<file path="config.mk">
export PLATFORM = sky130hd
export DESIGN_NAME = dsp48a1_mac_sequencer
export DESIGN_NICKNAME = d
export VERILOG_FILES = /design/src/rtl/dsp48a1_mac_sequencer.sv
export SDC_FILE = /design/constraint.sdc
export NUM_CORES = 1
export LEC_CHECK = 0
export CAP_MARGIN = 15
export CORE_MARGIN = 4
export CORE_UTILIZATION = 45
export CTS_BUF_LIST = sky130_fd_sc_hd__clkbuf_8
export DETAILED_ROUTE_END_ITERATION = 10
export PLACE_DENSITY = 0.95
export SYNTH_ARGS = -nofsm -noshare
export SYNTH_HDL_FRONTEND = slang
export SYNTH_SLANG_ARGS = --single-unit
</file>
<file path="constraint.sdc">
create_clock -name clk -period 4.9 [get_ports clk]
set_clock_uncertainty 0.15 [all_clocks]
set_input_delay 0.735 -clock clk [delete_from_list [all_inputs] [get_ports clk]]
set_output_delay 0.735 -clock clk [all_outputs]
set_load 0.03 [all_outputs]
</file>
<file path="src/rtl/dsp48a1_mac_sequencer.sv">
// Feeds signed operand pairs into a DSP48A1 configured as a multiply-accumulator and
// returns the vector sum once the DSP pipeline has drained.
module dsp48a1_mac_sequencer #(
  parameter int DSP_PIPE = 3,
  parameter int MAX_LEN  = 256,
  parameter int CNT_W    = 9
) (
  input  logic             clk,
  input  logic             rst_n,
  input  logic             in_valid,
  output logic             in_ready,
  input  logic [17:0]      in_a,
  input  logic [17:0]      in_b,
  input  logic             in_last,
  output logic             res_valid,
  input  logic             res_ready,
  output logic [47:0]      res_data,
  output logic [CNT_W-1:0] res_count,
  output logic             res_trunc,
  output logic [17:0]      dsp_a,
  output logic [17:0]      dsp_b,
  output logic [17:0]      dsp_d,
  output logic [47:0]      dsp_c,
  output logic [7:0]       dsp_opmode,
  output logic             dsp_carryin,
  output logic             dsp_cea,
  output logic             dsp_ceb,
  output logic             dsp_cem,
  output logic             dsp_cep,
  output logic             dsp_ceopmode,
  output logic             dsp_rst,
  input  logic [47:0]      dsp_p
);

  localparam int DW = $clog2(DSP_PIPE + 1);

  typedef enum logic [2:0] {IDLE, FEED, DRAIN, CAPTURE, HOLD} state_t;

  state_t              state;
  logic [CNT_W-1:0]    count;
  logic [DW-1:0]       drain_cnt;
  logic [DSP_PIPE-1:0] vld_pipe;
  logic                first_slot;
  logic                trunc_flag;
  logic                hs;
  logic                last_elem;

  assign hs        = in_valid && in_ready;
  assign last_elem = in_last || (count == CNT_W'(MAX_LEN - 1));

  // Each valid slot walks down vld_pipe; its position selects which DSP stage is enabled.
  assign dsp_cea     = vld_pipe[0];
  assign dsp_ceb     = vld_pipe[0];
  assign dsp_cem     = vld_pipe[1];
  assign dsp_cep     = vld_pipe[DSP_PIPE-1];
  assign dsp_d       = '0;
  assign dsp_c       = '0;
  assign dsp_carryin = 1'b0;

  always_ff @(posedge clk or negedge rst_n) begin
    if (!rst_n) begin
      state        <= IDLE;
      in_ready     <= 1'b0;
      res_valid    <= 1'b0;
      res_data     <= '0;
      res_count    <= '0;
      res_trunc    <= 1'b0;
      dsp_a        <= '0;
      dsp_b        <= '0;
      dsp_opmode   <= '0;
      dsp_ceopmode <= 1'b0;
      dsp_rst      <= 1'b1;
      count        <= '0;
      drain_cnt    <= '0;
      vld_pipe     <= '0;
      first_slot   <= 1'b0;
      trunc_flag   <= 1'b0;
    end else begin
      dsp_rst      <= 1'b0;
      dsp_ceopmode <= 1'b1;
      vld_pipe     <= {vld_pipe[DSP_PIPE-2:0], hs};
      first_slot   <= hs && (count == '0);
      // First element of a vector loads P with M alone; later ones accumulate onto P.
      dsp_opmode   <= first_slot ? 8'h01 : 8'h09;
      if (hs) begin
        dsp_a <= in_a;
        dsp_b <= in_b;
      end

      case (state)
        IDLE: begin
          state    <= FEED;
          in_ready <= 1'b1;
        end
        FEED: begin
          if (hs) begin
            count <= count + CNT_W'(1);
            if (last_elem) begin
              state      <= DRAIN;
              in_ready   <= 1'b0;
              trunc_flag <= !in_last;
              drain_cnt  <= DW'(DSP_PIPE);
            end
          end
        end
        DRAIN: begin
          if (drain_cnt == '0) state <= CAPTURE;
          else drain_cnt <= drain_cnt - DW'(1);
        end
        CAPTURE: begin
          res_data  <= dsp_p;
          res_count <= count;
          res_trunc <= trunc_flag;
          res_valid <= 1'b1;
          state     <= HOLD;
        end
        HOLD: begin
          if (res_ready) begin
            res_valid <= 1'b0;
            count     <= '0;
            state     <= IDLE;
          end
        end
        default: state <= IDLE;
      endcase
    end
  end

endmodule
</file>
==> run_results.csv <==
group,metric,value,unit
finish,final_net_count,682,
timing,tns,0,ns
floorplan,die_w,116,um
global_routing,antenna_found_initial,0,
logic_synthesis,netlist.area_leader.share,55.5,%
logic_synthesis,synth_area_leaders,"dfrtp_1, mux2_2, buf_4",
worst_setup_path,cp-end-kind,"primary output",
logic_synthesis,synthArstFlopShare,100,%
clock_tree,cts_tree,"yes",
logic_synthesis,synth_top_area_cell,"dfrtp_1",
worst_setup_path,critical_path.max_fanout,6,
clock_tree,post-cts-setup-buffers,0,
clock_tree,cts_buffer_depth,2,
timing,setup_slack,2.39,ns
global_routing,grt_pass1_wl,18800,um
detailed_routing,drt_first_pass_iters,5,
placed_design,io_buffers,192,
logic_synthesis,yosysWarnings,0,
logic_synthesis,synth_compound_area_share,3.55,%
detailed_routing,ant_nets,0,
worst_setup_path,worst-path-buf-inv,1,
pwr,irDropWorstVdd,0.384,mV
floorplan,die_h,116,um
detailed_routing,vias,3560,
timing,timing.slew.headroom,34.9,%
worst_setup_path,path_class,"flip-flop to primary output",
timing,finalHoldViolations,0,
logic_synthesis,synth_most_common_cell,"dfrtp_1",
clock_tree,path_clk_slew,0.07,ns
floorplan,start_util,46.0,%
placed_design,dp.cells,713,
logic_synthesis,synth_area,0.00528,mm2
global_routing,grt_max_degree,79,
outcome,outcome,"finished clean",
logic_synthesis,avgSynthCellArea,13.4,um2
timing,finalCritPeriodShare,51.3,%
global_routing,grt_util_all_layers,18.1,%
global_routing,overflow,0,
worst_setup_path,critPathRequiredTime,4.01,ns
logic_synthesis,netlist_instances,393,
floorplan,design.core.area,0.0115,mm2
timing,period_minus_slack,2.51,ns
timing,max_freq,398,MHz
placed_design,place_congestion,0.762,
detailed_routing,vias_per_cell,4.78,
timing,worst_slew_pin_slew,0.976,ns
hold_path,hold_class,"flip-flop to flip-flop",
worst_setup_path,cp_top_family,"buffers and inverters",
finish,drive_gt1_share,22.4,%
logic_synthesis,synthMuxAreaShare,20.6,%
worst_setup_path,cpPeakStageDelay,0.74,ns
logic_synthesis,yosysSeqAreaShare,55.9,%
detailed_routing,drtIter0Drc,151,
worst_setup_path,arrival,1.63,ns
logic_synthesis,yosysUniqueCellTypes,47,
worst_setup_path,cp_slowest_cell,"clkdlybuf4s50_1",
logic_synthesis,ys_seq_elements,118,
logic_synthesis,synth_ff_type,"dfrtp_1",
logic_synthesis,synth-simple-area-share,5.17,%
pwr,p_leak,3.27,nW
worst_setup_path,startpoint_type,"flip-flop",
job,cap_violations,0,
timing,rsz0062_at_grt,"no",
floorplan,core.rowCount,39,
logic_synthesis,synth_top_family_by_area,"multiplexers",
global_routing,first_global_vias,3722,
placed_design,dp_slack,2.39,ns
finish,final_util,65.0,%
floorplan,ios,266,
clock_tree,cts_root_buf,"clkbuf_8",
worst_setup_path,crit_chain,"clkdlybuf4s50_1",
pwr,totalPowerFinal,5.03,mW
logic_synthesis,synth_xor_area_share,0,%
clock_tree,cts.repair.resized,0,
clock_tree,htreeDepth,4,
clock_tree,cts_sinks,118,
floorplan,die_area,0.0135,mm2
detailed_routing,routedWlPerCell,16.5,um
finish,fin_cells,745,
finish,area_growth_syn_to_layout,41.1,%
logic_synthesis,yosys.area_share.adder,0.948,%
clock_tree,numCtsBuffers,17,
finish,antennaDiodeCount,0,
logic_synthesis,synthTopCellsByCount,"dfrtp_1, mux2_2, buf_4, inv_1, nand2_1",
detailed_routing,wl,12300,um
timing,drv_slew,0,
clock_tree,ctsHoldBuffers,0,
logic_synthesis,synth_edf_count,0,
timing,setup_violations,0,
pwr,p_per_area,675,mW/mm2
clock_tree,insertion_delay,0.43,ns
placed_design,hpwl,9190,um
detailed_routing,drc,0,
==> metrics by stage <==
stage / hold slack (ns) / area (um2)
finish: 0.232 / 7450
global route: 0.249 / 7450
global placement: 0.214 / 6990
floorplan: 0.220 / 5550
CTS: 0.237 / 7450
detailed placement: 0.212 / 6990
==> routing by layer <==
metal  up-vias  GRT usage, %  share of wire (%)
met1      1773          19.2                 35
met2       169          32.9                 55
li1       1598             -                  -
met3        20          5.85                8.7
met5         -             0                  0
met4         0          7.66                1.7
==> state kept, by name, summed over array words and instances, names as in the netlist, 2 cells and up <==
register / count
count: 9
vld_pipe: 3
dsp_a: 18
dsp_opmode: 2
res_data: 48
state: 3
res_count: 9
dsp_b: 18
drain_cnt: 2
==> placed cells by master (no fill, tap or decap), types with 2 or more instances in the layout <==
cell type / n
a21oi_1: 7
a31oi_1: 5
buf_4: 4
bufinv_16: 4
clkbuf_8: 22
clkdlybuf4s50_1: 191
clkinvlp_4: 2
conb_1: 75
dfrtp_1: 117
ha_1: 4
inv_1: 13
mux2_2: 95
mux2i_1: 2
nand2_1: 9
nand2b_1: 2
nand3_1: 5
nand3b_1: 2
nand4_1: 2
nor2_1: 4
nor3_1: 3
o211ai_1: 2
o21ai_0: 4
o21bai_1: 2
==> kinds of logic after synthesis <==
group,count (synthesis)
simple gates,43
buf+inv,101
flops,118
compound gates,28
fa+ha+maj,4
other cells,2
mux,97
==> layout make-up <==
class	count	area, um2
clock inverters	10	151
well taps	143	179
fillers	859	4020
inverters	10	37.5
flip-flops and latches	118	2950
clock buffers	22	303
repair buffers	195	1940
multi-input cells	247	1880
==> final timing paths <==
path | start | endpoint | slack, ns | cells after the start
min in group asynchronous | rst_n | res_data[1] | 0.30 | 1
setup reg to reg | count[0] | drain_cnt[1] | 2.56 | 8
setup / recovery | in_ready | in_ready | 2.39 | 1
max in group asynchronous | rst_n | res_data[40] | 3.21 | 2
hold / removal | first_slot | dsp_opmode[3] | 0.23 | 1
hold reg to reg | first_slot | dsp_opmode[3] | 0.23 | 1
==> power by group <==
part / total, mW / internal (mW) / switching (mW)
Clock: 0.990 / 0.616 / 0.374
Combinational: 2.39 / 1.08 / 1.31
Sequential: 1.64 / 1.37 / 0.271
Total: 5.03 / 3.07 / 1.95
Note: power is estimated with default switching activity, not from simulation.
